===== src/rtl/regfile_pkg.sv =====
// rtl/regfile_pkg.sv - shared defaults, typedefs and constants for the regfile_sb slice
package regfile_pkg;

  localparam int XLEN   = 32;
  localparam int NREGS  = 32;
  localparam int REG_AW = $clog2(NREGS);

  typedef logic [REG_AW-1:0] reg_addr_t;
  typedef logic [XLEN-1:0]   xword_t;

  // Architectural zero register: reads 0, never busy, ignores writes/claims
  localparam reg_addr_t ZERO_REG = '0;

endpackage


===== src/rtl/regfile_scoreboard.sv =====
// rtl/regfile_scoreboard.sv - pending-write busy bits for each architectural register
module regfile_scoreboard
  import regfile_pkg::*;
#(
  parameter int NREGS = regfile_pkg::NREGS,
  parameter int NWR   = 2,
  localparam int AW   = $clog2(NREGS)
) (
  input  logic                    clk,
  input  logic                    rst,
  input  logic [NWR-1:0]          wr_en,
  input  logic [NWR-1:0][AW-1:0]  wr_addr,
  input  logic                    claim_en,
  input  logic [AW-1:0]           claim_addr,
  output logic [NREGS-1:0]        busy
);

  localparam logic [AW-1:0] ZERO_A = AW'(ZERO_REG);

  logic [NREGS-1:0] busy_q;
  logic [NREGS-1:0] busy_d;

  // Writes retire pending entries first; a same-cycle claim then re-marks the register
  always_comb begin
    busy_d = busy_q;
    for (int i = 0; i < NWR; i++) begin
      if (wr_en[i] && (wr_addr[i] != ZERO_A)) begin
        busy_d[wr_addr[i]] = 1'b0;
      end
    end
    if (claim_en && (claim_addr != ZERO_A)) begin
      busy_d[claim_addr] = 1'b1;
    end
    busy_d[0] = 1'b0;
  end

  // Busy register; reset drops every pending claim immediately
  always_ff @(posedge clk or posedge rst) begin
    if (rst) begin
      busy_q <= '0;
    end else begin
      busy_q <= busy_d;
    end
  end

  assign busy = busy_q;

endmodule


===== src/rtl/regfile_sb.sv =====
// rtl/regfile_sb.sv - multi-port register file with scoreboard; optional REGFILE_SB_BYPASS_EN forwarding
module regfile_sb
  import regfile_pkg::*;
#(
  parameter int XLEN  = regfile_pkg::XLEN,
  parameter int NREGS = regfile_pkg::NREGS,
  parameter int NRD   = 2,
  parameter int NWR   = 2,
  localparam int AW   = $clog2(NREGS)
) (
  input  logic                     clk,
  input  logic                     rst,
  input  logic [NRD-1:0][AW-1:0]   rd_addr,
  output logic [NRD-1:0][XLEN-1:0] rd_data,
  output logic [NRD-1:0]           rd_busy,
  input  logic [NWR-1:0]           wr_en,
  input  logic [NWR-1:0][AW-1:0]   wr_addr,
  input  logic [NWR-1:0][XLEN-1:0] wr_data,
  input  logic                     claim_en,
  input  logic [AW-1:0]            claim_addr
);

  localparam logic [AW-1:0] ZERO_A = AW'(ZERO_REG);

  logic [XLEN-1:0]  regs_q [NREGS];
  logic [XLEN-1:0]  regs_d [NREGS];
  logic [NREGS-1:0] busy;

  regfile_scoreboard #(
    .NREGS (NREGS),
    .NWR   (NWR)
  ) u_scoreboard (
    .clk        (clk),
    .rst        (rst),
    .wr_en      (wr_en),
    .wr_addr    (wr_addr),
    .claim_en   (claim_en),
    .claim_addr (claim_addr),
    .busy       (busy)
  );

  // Next register state; ascending port order lets the highest-index writer win
  always_comb begin
    regs_d = regs_q;
    for (int i = 0; i < NWR; i++) begin
      if (wr_en[i] && (wr_addr[i] != ZERO_A)) begin
        regs_d[wr_addr[i]] = wr_data[i];
      end
    end
    regs_d[0] = '0;
  end

  // Register storage with asynchronous clear
  always_ff @(posedge clk or posedge rst) begin
    if (rst) begin
      regs_q <= '{default: '0};
    end else begin
      regs_q <= regs_d;
    end
  end

  // Zero-latency read ports; x0 is forced to zero and never busy
  always_comb begin
    rd_data = '0;
    rd_busy = '0;
    for (int p = 0; p < NRD; p++) begin
      if (rd_addr[p] != ZERO_A) begin
        rd_data[p] = regs_q[rd_addr[p]];
        rd_busy[p] = busy[rd_addr[p]];
`ifdef REGFILE_SB_BYPASS_EN
        // Forward in-flight writes (highest port wins); a same-cycle claim keeps it busy
        if (!rst) begin
          for (int i = 0; i < NWR; i++) begin
            if (wr_en[i] && (wr_addr[i] == rd_addr[p])) begin
              rd_data[p] = wr_data[i];
              rd_busy[p] = claim_en && (claim_addr == rd_addr[p]);
            end
          end
        end
`endif
      end
    end
  end

endmodule

===== config.mk =====
export PLATFORM = sky130hd
export DESIGN_NAME = regfile_sb
export DESIGN_NICKNAME = d
export VERILOG_FILES = /design/src/rtl/regfile_pkg.sv /design/src/rtl/regfile_scoreboard.sv /design/src/rtl/regfile_sb.sv
export SDC_FILE = /design/constraint.sdc
export NUM_CORES = 2
export LEC_CHECK = 0
export BUFFER_PORTS_ARGS = -buffer_cell sky130_fd_sc_hd__buf_2
export CAP_MARGIN = 10
export CORE_MARGIN = 8
export CORE_UTILIZATION = 50
export CTS_CLUSTER_SIZE = 10
export DETAILED_ROUTE_END_ITERATION = 8
export PLACE_DENSITY = 0.77
export SYNTH_ARGS = -nofsm -noshare
export SYNTH_HDL_FRONTEND = slang
export SYNTH_SLANG_ARGS = --single-unit

===== constraint.sdc =====
create_clock -name clk -period 41.8 [get_ports clk]
set_clock_uncertainty 0.05 [all_clocks]
set_input_delay 4.18 -clock clk [delete_from_list [all_inputs] [get_ports clk]]
set_output_delay 4.18 -clock clk [all_outputs]
set_load 0.02 [all_outputs]

==> impl_metrics.py <==
metrics = {
    "grt": {
        "gr-total-overflow": 0,
        "grt_pass1_wl_um": 357000,
        "grt_max_degree": 186,
        "grt_pass1_vias": 54100,
        "grtUsageTotal_pct": 33.1,
        "grt_antenna_before_repair": 27,
    },
    "sta": {
        "finalHoldViolations": 0,
        "layout_setup_ws_ps": 29000,
        "period_needed_ps": 12800,
        "setup_viol": 0,
        "relSlewSlack_pct": 12.5,
        "maxSlewViolCount": 0,
        "fmax_ghz": 0.0782,
        "worst_slew_pin_slew_ps": 1310,
        "hold_ws_ps": 503,
        "period_share_pct": 30.6,
        "tns_ps": 0,
        "rsz0062_at_grt": "no",
    },
    "detailed_routing": {
        "final_antenna_net_count": 0,
        "via_per_inst": 7.06,
        "vias": 56400,
        "dr.pass1.iters": 8,
        "wire_per_inst_um": 30.8,
        "drt_wl_total_um": 246000,
        "drc": 0,
        "drtIter0Drc": 9569,
    },
    "logic_synthesis": {
        "synth_fp_nets": 6682,
        "synth.distinct_cells": 56,
        "synth_top_cell_area_share_pct": 39.4,
        "postSynthRegisterBits": 1023,
        "netlist_top_cells_count": "1472 x mux2i_1, 1023 x dfrtp_1, 748 x nor2_1",
        "synth_most_common_cell": "mux2i_1",
        "yosysSeqAreaShare_pct": 39.4,
        "syn-cell-area_mm2": 0.0649,
        "synthArstFlopShare_pct": 100,
        "synth_ff_type": "dfrtp_1",
        "ys_warn_count": 0,
        "synth_edf_count": 0,
        "syn_inst": 6588,
        "synth_area_per_cell_um2": 9.86,
        "synth_area_leaders": "dfrtp_1 39%, mux2i_1 23%, a21oi_1 5.5%",
        "yosysTopAreaCell": "dfrtp_1",
    },
    "floorplanning": {
        "initial_core_util_pct": 50.3,
        "ioPinCount": 160,
        "die_h_um": 376,
        "num_rows": 132,
        "core_mm2": 0.129,
        "die_w_um": 376,
        "die_area_mm2": 0.142,
    },
    "clocking": {
        "clock_sinks": 1023,
        "path_clk_slew_ps": 60,
        "numCtsBuffers": 117,
        "cts_tree": "done",
        "ctsRootBufferMaster": "clkbuf_16",
        "clkLatencyLatePin_ps": 700,
        "htree_levels": 3,
        "cts.repair.resized": 0,
        "clockBufferDepth": 3,
        "cts_hold_buf": 0,
        "cts_setup_buffers": 0,
    },
    "worst_setup_path": {
        "worstSetupStartpointType": "primary input",
        "r2r_start": "regs_q[678]",
        "required_ps": 37570,
        "reg2regPathDepth": 2,
        "endpoint_kind": "output port",
        "critPathKind": "in -> out",
        "rrSetupSlack_ps": 40860,
        "r2r-end": "regs_q[678]",
        "critPathMaxFanout": 56,
        "arrival_ps": 8570,
    },
    "placed_design": {
        "placed_cell_area_mm2": 0.0651,
        "pre_cts_slack_ps": 29540,
        "io_buffers": 159,
        "hpwl_um": 134000,
        "placed_cells": 7815,
        "gp_congestion": 0.912,
    },
    "worst_hold_path": {
        "worstHoldEndpoint": "u_scoreboard.busy[15]",
        "min-delay-start": "u_scoreboard.busy[15]",
        "holdPathStages": 1,
        "min_path_type": "reg -> reg",
    },
    "power": {
        "p_per_area_mw_per_mm2": 48.2,
        "vdd_drop_max_v": 0.0000439,
        "power_leakage_nw": 31.4,
        "power_mw": 3.29,
    },
    "final_layout": {
        "utilization_pct": 53.0,
        "area_growth_pct": 5.36,
        "drive_above_1_share_pct": 13.9,
        "stdcell_area_mm2": 0.0684,
        "nNetsFinal": 6286,
        "fin_cells": 7988,
    },
    "outcome": {
        "status": "complete, no violations",
    },
    "run": {
        "drv_cap": 0,
    },
}
==> report_power, final <==
| group | internal (mW) | switching (mW) | leakage, nW | total (mW) |
|---|---|---|---|---|
| combinational | 0.420 | 0.445 | 17.5 | 0.866 |
| sequential | 1.26 | 0.222 | 12.3 | 1.48 |
| clock | 0.533 | 0.414 | 1.62 | 0.947 |
==> final cells by class <==
type | count | area [µm²]
well taps | 1742 | 2180
fillers | 11200 | 60700
diodes | 21 | 52.6
repair buffers | 262 | 1640
clock inverters | 4 | 23.8
inverters | 6 | 30.0
clock buffers | 148 | 3260
multi-input cells | 4782 | 35600
flip-flops and latches | 1023 | 25600
==> cell families (layout without fill, tap and decap cells) <==
| logic type | after synthesis | after routing | share of synthesized area (%) |
|---|---|---|---|
| muxes | 1798 | 1798 | 30.7 |
| AOI/OAI and AO/OA | 1581 | 1581 | 14.2 |
| and+or+nand+nor | 1403 | 1403 | 9.52 |
| DFF | 1023 | 1023 | 39.4 |
| buffers and inverters | 783 | 420 | 6.18 |
| other | 0 | 21 | 0 |
==> critical path, stage by stage <==
cell      delay [ps]
buf_6            510
buf_4            870
nand2b_4         550
buf_4            580
o22ai_1          320
nor3_1            80
nor3_1           970
buf_2            330
==> worst max path at each step <==
stage / start / end / slack (ps) / cells after the start
after global routing: rd_addr[1] / rd_data[21] / 29330 / 8
after floorplan: rst / regs_q[0] / 8780 / 1
after detailed placement: rd_addr[1] / rd_data[21] / 29540 / 8
after CTS: rd_addr[1] / rd_data[21] / 29540 / 8
after global placement: rd_addr[1] / rd_data[21] / 29610 / 8
final: rd_addr[1] / rd_data[28] / 29000 / 8
==> routing by layer <==
layer  global-route usage, %  up-vias  routed length (µm)
met4                    21.6       10               19200
met1                    41.7    27200               87900
met2                    46.9     4798              102000
met5                   0.446        -                 144
li1                        -    23100                   -
met3                    12.9     1259               37300
==> sequential cells by signal, indices dropped and copies added (netlist names) <==
| name | cells |
|---|---|
| regs_q | 992 |
| u_scoreboard.busy | 31 |
==> placed cells by master, fill, tap and decap left out, types with 69 or more instances in the layout <==
cell type / count
nor2_1: 747
o21ai_0: 199
mux2_2: 192
o22ai_1: 328
a21oi_1: 716
nand2_1: 328
mux4_2: 134
buf_2: 153
buf_4: 102
clkbuf_16: 121
dfrtp_1: 1023
nor3_1: 159
o21ai_1: 69
mux2i_1: 1472
Power figures use the tool's default switching activity.
